[src/rtl/lsu_pkg.sv]
// Shared definitions for the load/store sub-word bridge: funct3 encodings,
// FSM state type and the request legality check.
package lsu_pkg;

    localparam int LSU_DATA_W = 32;

    // RISC-V load/store funct3 encodings
    localparam logic [2:0] F3_B  = 3'b000;
    localparam logic [2:0] F3_H  = 3'b001;
    localparam logic [2:0] F3_W  = 3'b010;
    localparam logic [2:0] F3_BU = 3'b100;
    localparam logic [2:0] F3_HU = 3'b101;

    typedef enum logic [1:0] {
        IDLE   = 2'd0,
        ACCESS = 2'd1,
        WRITE  = 2'd2,
        RESP   = 2'd3
    } lsu_state_t;

    // Size/sign must exist for the direction, and the address must be
    // naturally aligned to the access size. Unsigned variants are load-only.
    function automatic logic is_legal(input logic       we,
                                      input logic [2:0] funct3,
                                      input logic [1:0] addr_lo);
        logic ok;
        ok = 1'b0;
        case (funct3)
            F3_B:    ok = 1'b1;
            F3_BU:   ok = !we;
            F3_H:    ok = !addr_lo[0];
            F3_HU:   ok = !we && !addr_lo[0];
            F3_W:    ok = (addr_lo == 2'b00);
            default: ok = 1'b0;
        endcase
        return ok;
    endfunction

endpackage

[src/rtl/lsu_lane_align.sv]
// Combinational lane steering between a little-endian 32-bit memory word and
// the core: extracts/extends load data and merges store data into the word.
module lsu_lane_align
    import lsu_pkg::*;
(
    input  logic [2:0]            i_funct3,
    input  logic [1:0]            i_addr_lo,
    input  logic [LSU_DATA_W-1:0] i_mem_word,
    input  logic [LSU_DATA_W-1:0] i_store_data,
    output logic [LSU_DATA_W-1:0] o_load_data,
    output logic [LSU_DATA_W-1:0] o_store_word
);

    logic [7:0]  w_byte;
    logic [15:0] w_half;

    // Addressed byte lane k sits at [8k+7:8k]; half lane at [16h+15:16h]
    assign w_byte = i_mem_word[{i_addr_lo, 3'b000} +: 8];
    assign w_half = i_mem_word[{i_addr_lo[1], 4'b0000} +: 16];

    // Load path: sign or zero extend the selected lane to a full word
    always_comb begin
        // NOTE: every always_comb output gets a default first, so no branch can leave it unassigned and infer a latch.
        o_load_data = '0;
        case (i_funct3)
            F3_B:    o_load_data = {{24{w_byte[7]}}, w_byte};
            F3_BU:   o_load_data = {24'h000000, w_byte};
            F3_H:    o_load_data = {{16{w_half[15]}}, w_half};
            F3_HU:   o_load_data = {16'h0000, w_half};
            F3_W:    o_load_data = i_mem_word;
            default: o_load_data = '0;
        endcase
    end

    // Store path: replace only the addressed lane of the current memory word
    always_comb begin
        o_store_word = i_mem_word;
        case (i_funct3)
            F3_B:    o_store_word[{i_addr_lo, 3'b000} +: 8]    = i_store_data[7:0];
            F3_H:    o_store_word[{i_addr_lo[1], 4'b0000} +: 16] = i_store_data[15:0];
            F3_W:    o_store_word = i_store_data;
            default: o_store_word = i_mem_word;
        endcase
    end

endmodule

[src/rtl/lsu_subword_bridge.sv]
// Load/store unit in front of a word-only DataMemory. Loads read one word and
// extract a lane; stores read-modify-write the containing word. Misaligned or
// illegal requests complete immediately with an error and touch no memory.
module lsu_subword_bridge
    import lsu_pkg::*;
#(
    parameter int ADDR_W = 32,
    parameter int DATA_W = 32
)(
    input  logic              clk,
    input  logic              rst_n,
    input  logic              req_valid,
    output logic              req_ready,
    input  logic              req_we,
    input  logic [2:0]        req_funct3,
    input  logic [ADDR_W-1:0] req_addr,
    input  logic [DATA_W-1:0] req_wdata,
    output logic              resp_valid,
    output logic [DATA_W-1:0] resp_rdata,
    output logic              resp_err,
    output logic [ADDR_W-1:0] mem_A,
    output logic              mem_WE,
    output logic [DATA_W-1:0] mem_WD,
    input  logic [DATA_W-1:0] mem_RD
);

    lsu_state_t        r_state;
    logic              r_we;
    logic [2:0]        r_funct3;
    logic [ADDR_W-1:0] r_addr;
    logic [DATA_W-1:0] r_wdata;
    logic              r_resp_valid;
    logic [DATA_W-1:0] r_resp_rdata;
    logic              r_resp_err;
    logic              r_mem_we;
    logic [DATA_W-1:0] r_mem_wd;

    logic              w_req_legal;
    logic              w_accept;
    logic [DATA_W-1:0] w_load_data;
    logic [DATA_W-1:0] w_store_word;

    assign w_req_legal = is_legal(req_we, req_funct3, req_addr[1:0]);
    assign w_accept    = req_valid && (r_state == IDLE);

    // The latched address drives DataMemory from ACCESS through WRITE, so the
    // read and the write of a store always hit the same word.
    assign mem_A      = {r_addr[ADDR_W-1:2], 2'b00};
    assign mem_WE     = r_mem_we;
    assign mem_WD     = r_mem_wd;
    assign req_ready  = (r_state == IDLE);
    assign resp_valid = r_resp_valid;
    assign resp_rdata = r_resp_rdata;
    assign resp_err   = r_resp_err;

    lsu_lane_align u_lane_align (
        .i_funct3     (r_funct3),
        .i_addr_lo    (r_addr[1:0]),
        .i_mem_word   (mem_RD),
        .i_store_data (r_wdata),
        .o_load_data  (w_load_data),
        .o_store_word (w_store_word)
    );

    // Request FSM with registered response and memory-control outputs
    always_ff @(posedge clk) begin
        if (!rst_n) begin
            r_state      <= IDLE;
            r_we         <= 1'b0;
            r_funct3     <= 3'b000;
            r_addr       <= '0;
            r_wdata      <= '0;
            r_resp_valid <= 1'b0;
            r_resp_rdata <= '0;
            r_resp_err   <= 1'b0;
            r_mem_we     <= 1'b0;
            r_mem_wd     <= '0;
        end else begin
            // NOTE: non-blocking assignments make every register update from the pre-edge values, independent of statement order.
            case (r_state)
                IDLE: begin
                    r_resp_valid <= 1'b0;
                    r_mem_we     <= 1'b0;
                    if (w_accept) begin
                        r_we         <= req_we;
                        r_funct3     <= req_funct3;
                        r_addr       <= req_addr;
                        r_wdata      <= req_wdata;
                        r_resp_rdata <= '0;
                        if (w_req_legal) begin
                            r_resp_err <= 1'b0;
                            r_state    <= ACCESS;
                        end else begin
                            r_resp_err   <= 1'b1;
                            r_resp_valid <= 1'b1;
                            r_state      <= RESP;
                        end
                    end
                end
                ACCESS: begin
                    if (r_we) begin
                        r_mem_wd <= w_store_word;
                        r_mem_we <= 1'b1;
                        r_state  <= WRITE;
                    end else begin
                        r_resp_rdata <= w_load_data;
                        r_resp_valid <= 1'b1;
                        r_state      <= RESP;
                    end
                end
                WRITE: begin
                    // DataMemory commits on this edge; drop WE right after it
                    r_mem_we     <= 1'b0;
                    r_resp_valid <= 1'b1;
                    r_state      <= RESP;
                end
                RESP: begin
                    r_resp_valid <= 1'b0;
                    r_state      <= IDLE;
                end
                default: begin
                    r_resp_valid <= 1'b0;
                    r_mem_we     <= 1'b0;
                    r_state      <= IDLE;
                end
            endcase
        end
    end

endmodule

[config.mk]
export PLATFORM = sky130hd
export DESIGN_NAME = lsu_subword_bridge
export DESIGN_NICKNAME = d
export VERILOG_FILES = /design/src/rtl/lsu_pkg.sv /design/src/rtl/lsu_lane_align.sv /design/src/rtl/lsu_subword_bridge.sv
export SDC_FILE = /design/constraint.sdc
export NUM_CORES = 1
export LEC_CHECK = 0
export ABC_AREA = 1
export BUFFER_PORTS_ARGS = -buffer_cell sky130_fd_sc_hd__clkbuf_2
export CORE_ASPECT_RATIO = 0.6
export CORE_MARGIN = 2
export CORE_UTILIZATION = 50
export DETAILED_ROUTE_END_ITERATION = 10
export GPL_TIMING_DRIVEN = 0
export PLACE_DENSITY = 0.82
export SLEW_MARGIN = 30
export SYNTH_ARGS = -nofsm -noshare
export SYNTH_HDL_FRONTEND = slang
export SYNTH_SLANG_ARGS = --single-unit
export TNS_END_PERCENT = 1
[constraint.sdc]
create_clock -name clk -period 5.8 [get_ports clk]
set_input_delay 0.87 -clock clk [delete_from_list [all_inputs] [get_ports clk]]
set_output_delay 0.87 -clock clk [all_outputs]
set_load 0.05 [all_outputs]
==> results of run 1 <==
==> cells in the mapped netlist (all sizes together) <==
library cell / n / area (um^2)
clkinv: 1 / 3.75
a31oi: 2 / 12.5
buf: 61 / 415
conb: 1 / 3.75
nand3b: 1 / 7.51
nand3: 47 / 248
nor2: 277 / 1050
nor3: 2 / 10.0
clkbuf: 37 / 139
o211ai: 3 / 22.5
a211oi: 2 / 27.5
o21ai: 135 / 683
o211a: 1 / 10.0
ha: 9 / 113
nand2: 324 / 1230
dfxtp: 137 / 2740
a21oi: 88 / 440
inv: 72 / 270
or2: 1 / 6.26
==> layout make-up <==
type	count	area share (%)
Inverter	73	2.96
Multi-Input combinational cell	894	41.8
Clock inverter	14	1.53
Clock buffer	18	4.63
Sequential cell	137	29.6
Timing Repair Buffer	200	10.8
Buffer	98	5.98
Tap cell	198	2.67
==> worst paths after layout <==
check | end
max | mem_WD[23]$_SDFFE_PN0P_
min | r_wdata[31]$_SDFFE_PN0P_
max reg2reg | mem_WD[23]$_SDFFE_PN0P_
min reg2reg | r_wdata[31]$_SDFFE_PN0P_
==> logic make-up after synthesis <==
kind of cell	Yosys count	share of synthesized area [%]
AND/OR/NAND/NOR	652	34.3
buffers and inverters	171	11.1
flip-flops	137	36.9
AO/OA/AOI/OAI	231	16.1
other	1	0.0504
adder cells (fa/ha/maj)	9	1.51
==> sequential cells by signal, summed over array words and instances, names as in the netlist <==
name	flops
mem_WD	32
mem_WE	1
r_addr	32
r_funct3	3
r_state	2
r_wdata	32
r_we	1
resp_err	1
resp_rdata	32
resp_valid	1
==> metrics by stage <==
stage	area, um^2	std cells	util [%]
after floorplan	7440	1202	-
after global placement	8690	1600	59.9
after detailed placement	8690	1600	59.9
after CTS	9260	1632	63.8
after global routing	9260	1632	63.8
final	9260	1632	63.8
==> power by group <==
part | internal, mW | total, mW | switching (mW)
Clock | 0.602 | 1.07 | 0.468
Sequential | 1.15 | 1.30 | 0.151
Combinational | 0.631 | 2.25 | 1.62
Total | 2.39 | 4.62 | 2.23
==> layer usage <==
metal	vias to the layer above	track usage (%)
met5	-	0
met4	0	6.66
met3	31	8.42
met2	466	46.2
met1	3879	47.7
li1	4202	-
==> worst max-delay path, delay by kind of cell (launching register included) <==
kind | cells | cell delay, ns
AOI/OAI and AO/OA | 1 | 0.15
adders and majority gates | 1 | 0.45
buffers and inverters | 3 | 0.66
DFF | 1 | 0.47
and+or+nand+nor | 5 | 1.08
==> metrics.txt, run 1 <==
CTS buffer count=17; cts hold-fix bufs=0; clock sinks=137; Final Worst Setup Slack=2.92 ns; # port buffers=200; Setup-failing EPs final=0; GRT Residual Overflow=0; Cells after Synth=1201; synthesis-to-layout area growth=24.5%; die height=98.5 um; Critical R2R Launch=r_addr[1]$_SDFFE_PN0P_; Crit-path slowest cell=nor3_1; Register-to-Register Path Depth=10; final WL=25200 um; first-pass GRT wire length=40000 um; met1 wire length=11900 um; final hold viol count=0; Final nets=1533; TritonCTS clock tree=built; slew margin rel.=40.6%; global placer's final weighted congestion=0.994; area of the multi-input gates=3870 um^2; Tmin final=2.88 ns; row count=34; Synth cell types=31; max-cap viol count=0; Avg Cell Area, Syn=6.19 um^2; met3 wire len=3060 um; outcome=completed; most frequent cells in the layout=nand2_1 (321), nor2_1 (273), clkbuf_2 (200), dfxtp_1 (137), o21ai_0 (131); CTS root buf=clkbuf_16; met2 WL post-DR=9950 um; GRT Overall Usage=32.0%; total power=4.62 mW; Fill cells=1413; Fmax=0.348 GHz; later-pin clock latency in the skew report=0.43 ns; register area=2740 um^2; total core area=14500 um^2; CP Cell Sequence=inv_2, buf_2, clkbuf_1, ha_1, nand2_1, nor3_1, nand2_1, nand3_1, nor2_1, a21oi_1; Max rail drop VDD=0.227 mV; DRT antenna net count=0; initial antenna violation count=0; Via density=5.26; share of layout cells above drive strength 1=21.5%; min-delay worst type=reg -> reg; n_diodes=0; synthesis-stage register bit count=137; vias in the first global route=7953; Post-DP HPWL=19800 um; Setup TNS Final=0 ns; Mapped Area=7440 um^2; CP startpoint=r_addr[1]$_SDFFE_PN0P_; final period utilization=49.6%; Top Layer Used=met4; largest net degree at the start of global routing=17; overall die area=15900 um^2; Lkg Pwr=4.49 nW; RSZ-0062 raised after global routing=false; CP arrival=3.23 ns; Worst path max stage delay=0.68 ns; maximum clock path buffer count=2; vias=8578; critical path class=reg -> reg; clk_skew=0.0117 ns; Synth Warn #=0; first drt pass iteration count=7; hold depth=2; Post-CTS Setup Bufs=0; DRC=0; slew of the pin with the lowest slew margin=0.883 ns; Pins Over Slew Limit=0; Reg2Reg Setup Slack=2.92 ns; Pwr Density=499 nW/um^2; Starting Density=51.3%; initial DRC count=936; crit end category=flip-flop; sequential area share after synthesis=36.9%; pre-CTS setup slack=3.06 ns; H-tree Lvls=4; crit start category=flip-flop; Critical Path RT=6.15 ns; hold slack=0.459 ns; cts repair resizes=0; Top-Level Pins=203; worst hold start=r_wdata[31]$_SDFFE_PN0P_; commonest non-fill, non-tap cell in the layout=nand2_1; Clk pin slew, worst setup/hold paths=0.07 ns; die width=161 um; WL per Instance=15.5 um; Critical Path Most Common Cell=nand2_1; crit-path max FO=12
Note: power is estimated with default switching activity, not from simulation.
==> run 2: changes to the inputs <==
--- a/config.mk
+++ b/config.mk
@@ -5,11 +5,11 @@
 export SDC_FILE = /design/constraint.sdc
 export NUM_CORES = 1
 export LEC_CHECK = 0
-export ABC_AREA = 1
+export ABC_AREA = 0
 export BUFFER_PORTS_ARGS = -buffer_cell sky130_fd_sc_hd__clkbuf_2
 export CORE_ASPECT_RATIO = 0.6
 export CORE_MARGIN = 2
-export CORE_UTILIZATION = 50
+export CORE_UTILIZATION = 47
 export DETAILED_ROUTE_END_ITERATION = 10
 export GPL_TIMING_DRIVEN = 0
 export PLACE_DENSITY = 0.82
==> constraint.sdc (replaced) <==
create_clock -name clk -period 2.4 [get_ports clk]
set_input_delay 0.36 -clock clk [delete_from_list [all_inputs] [get_ports clk]]
set_output_delay 0.36 -clock clk [all_outputs]
set_load 0.05 [all_outputs]
==> run 2 against run 1 <==
  * Clock power grew to 2.6 times the previous value
  * Register-to-register slack lost 2.9 ns
  * Routed wire length shrank 7.1%
  * Final cell count shrank 23%
  * Sequential cell count is the same
  * Cell area shrank 7.1%
  * Global-route usage shrank 1.2 points
  * First-iteration DRC count shrank 4.4%
  * Power grew 99%
==> metrics.txt, run 2 <==
outcome=completed; commonest non-fill, non-tap cell in the layout=clkbuf_2; Commonest cells post-synth=nand2_1 (167), a21oi_1 (139), dfxtp_1 (137); Clk pin slew, worst setup/hold paths=0.06 ns (about the same); GRT Residual Overflow=0 (unchanged); largest net degree at the start of global routing=29 (+12); initial DRC count=895 (-4.4%); cell with the most instances after synthesis=nand2_1; WL per Instance=18.7 um (+21%); XOR/XNOR Fraction of Synth Area=0% (unchanged); Critical Path RT=2.76 ns (-3.39 ns); CP arrival=2.68 ns (-0.55 ns); Post-DP HPWL=17800 um (-9.9%); first-pass GRT wire length=35100 um (-12%); Crit-path slowest cell=dfxtp_1; Worst path max stage delay=0.52 ns (-0.16 ns); Sw Share=40.7% (-7.7 points); GRT Overall Usage=30.7% (-1.2 points); synthesis-stage register bit count=137 (unchanged); Logic pwr share=38.0% (-11 points); Reg power frac=31.7% (+3.5 points); share of layout cells above drive strength 1=30.8% (+9.4 points); CTS root buf=clkbuf_16; Mapped Area=6710 um^2 (-9.9%); RSZ-0062 raised after global routing=true; Lkg Pwr=3.65 nW (-19%); DRC=0 (unchanged); vias=7213 (-16%); # port buffers=200 (unchanged); slew of the pin with the lowest slew margin=0.678 ns (-0.205 ns); overall die area=15300 um^2 (-4.0%); Setup-failing EPs final=0 (unchanged); maximum clock path buffer count=2 (unchanged); sequential area share after synthesis=40.9% (+4.0 points); crit end category=flip-flop; largest family of logic cells by synthesized area=compound AO/OA/AOI/OAI gates; initial antenna violation count=1 (+1); CP bufs+invs=2 (-1); vias in the first global route=6288 (-21%); Max rail drop VDD=0.642 mV (+180%); Synth Warn #=0 (unchanged); crit-path max FO=28 (+16); total core area=13800 um^2 (-4.9%); min-delay worst type=in -> reg; final hold viol count=0 (unchanged); Post-synth ARST share=0% (unchanged); most frequent cells in the layout=clkbuf_2 (207), nand2_1 (166), a21oi_1 (138), dfxtp_1 (137), o21ai_0 (45); max-cap viol count=0 (unchanged); P_sw=3.74 mW (+67%); TritonCTS clock tree=built; crit-path leading delay family=compound AO/OA/AOI/OAI gates; clk_skew=0.0114 ns (-0.000308 ns); Cells after Synth=830 (-31%); global placer's final weighted congestion=0.983 (-1.1%); Adder-Cell Fraction of Synth Area=1.68% (+0.17 points); ranking of synthesized cells by area=dfxtp_1 (41%), a21oi_1 (10%), nand2_1 (9.3%); critical path class=reg -> reg; Starting Density=48.6% (-2.7 points); die height=96.5 um (-2.0%); crit start category=flip-flop; Yosys top cell area share=40.9% (+4.0 points); CP Cell Sequence=buf_6, inv_1, ha_1, nor3b_4, a21oi_1, o22ai_1, a32o_1; Fmax=0.430 GHz (+24%); Tmin final=2.33 ns (-0.549 ns); final WL=23400 um (-7.1%); CTS buffer count=17 (unchanged); Final Cell Area=8600 um^2 (-7.1%); Post-Synth Simple-Gate Area=18.0% (-16 points); final period utilization=97.0% (+47 points); clock sinks=137 (unchanged); DRT antenna net count=0 (unchanged); Synth cell types=51 (+65%); Synth Flop Type=dfxtp_1; Avg Cell Area, Syn=8.08 um^2 (+30%); n_diodes=0 (unchanged); Via density=5.76 (+9.6%); Clk network pwr share=30.3% (+7.1 points); die width=158 um (-2.0%); slew margin rel.=54.5% (+14 points); row count=33 (-2.9%); Pins Over Slew Limit=0 (unchanged); mux contribution to synthesized area=3.34% (+3.3 points); Final nets=1160 (-24%); first drt pass iteration count=6 (-1); Post-DP Area=7960 um^2 (-8.5%); Post-synth EDFFs=0 (unchanged); Top-Level Pins=203 (unchanged); internal power=5.46 mW (+130%); Pwr Density=1070 nW/um^2 (+110%); total power=9.20 mW (+99%); Post-CTS Setup Bufs=0 (unchanged); synthesis-to-layout area growth=28.3%; Synth Area in Compound Gates=27.7% (+12 points); H-tree Lvls=4 (unchanged); later-pin clock latency in the skew report=0.42 ns (about the same); Synth area leader=dfxtp_1
-- run 2: cell count changes in the layout (fill, tap and decap cells not counted), moves of 17 or more --
cell / delta
mux2_2: +17
o21ai_0: -86
a21oi_1: +50
nor2_1: -249
nand3_1: -45
inv_1: -61
nand2_1: -155
a22oi_1: +26
-- run 2: what timing repair did --
action	CTS	global route
hold buffers	0	0
setup endpoints to repair	32	66
endpoints found under the hold margin	0	0
resized for setup	1	12
-- run 2: power by group through the flow --
stage | Combinational [mW] | Sequential, mW | Clock [mW]
final | 3.50 | 2.92 | 2.79
after global routing | 3.78 | 2.94 | 2.90
after CTS | 3.41 | 2.89 | 2.80
after detailed placement | 3.39 | 2.94 | 0
after global placement | 3.34 | 2.93 | 0
after floorplan | 2.12 | 3.27 | 0
-- run 2: metrics by stage --
| stage | setup slack [ns] | setup TNS [ns] | std cells | hold WS [ns] | utilization [%] |
|---|---|---|---|---|---|
| 3_3_place_gp | -0.561 | -11.77 | 1223 | 0.439 | 57.7 |
| 6_report | 0.0732 | 0 | 1252 | 0.158 | 62.4 |
| 2_1_floorplan | 0.104 | 0 | 831 | 0.436 | - |
| 3_5_place_dp | -0.584 | -12.82 | 1223 | 0.445 | 57.7 |
| 4_1_cts | 0.00681 | 0 | 1252 | 0.154 | 62.2 |
| 5_1_grt | -0.00758 | -0.00758 | 1252 | 0.156 | 62.4 |
-- run 2: final cells by class --
cell class | instances | area, um^2
Sequential cell | 137 | 2740
Timing Repair Buffer | 200 | 1000
Buffer | 96 | 536
Multi-Input combinational cell | 590 | 3430
Clock inverter | 12 | 173
Tap cell | 192 | 240
Inverter | 6 | 22.5
Fill cell | 1316 | 5190
Clock buffer | 19 | 453
-- run 2: per-layer routing --
layer / part of all wire (%) / vias to the layer above / track usage [%]
li1: - / 3391 / -
met1: 43 / 3298 / 44.2
met2: 39 / 469 / 42.8
met3: 16 / 53 / 11.0
met4: 2.0 / 2 / 8.93
met5: 0.055 / - / 0
-- run 2: worst register-to-register path, stage by stage (launching register included) --
cell and delay [ns]:
dfxtp_1 0.52, buf_6 0.30, inv_1 0.12, ha_1 0.35, nor3b_4 0.40, a21oi_1 0.12, o22ai_1 0.28, a32o_1 0.18
-- run 2: cell families (layout without fill, tap and decap cells) --
kind of cell | Yosys count | in the layout
adders and majority gates | 9 | 9
and+or+nand+nor | 259 | 259
AOI/OAI and AO/OA | 301 | 301
other | 1 | 2
muxes | 19 | 19
DFF | 137 | 137
buffers and inverters | 104 | 333
-- run 2: path summary, 6_finish.rpt --
check	start	to	slack [ns]	cells past startpoint
worst min register to register	r_addr[6]$_SDFFE_PN0P_	r_addr[6]$_SDFFE_PN0P_	0.45	2
worst max register to register	r_addr[1]$_SDFFE_PN0P_	mem_WD[3]$_SDFFE_PN0P_	0.07	7
worst max-delay path	r_addr[1]$_SDFFE_PN0P_	mem_WD[3]$_SDFFE_PN0P_	0.07	7
worst min-delay path	req_addr[9]	r_addr[9]$_SDFFE_PN0P_	0.16	3
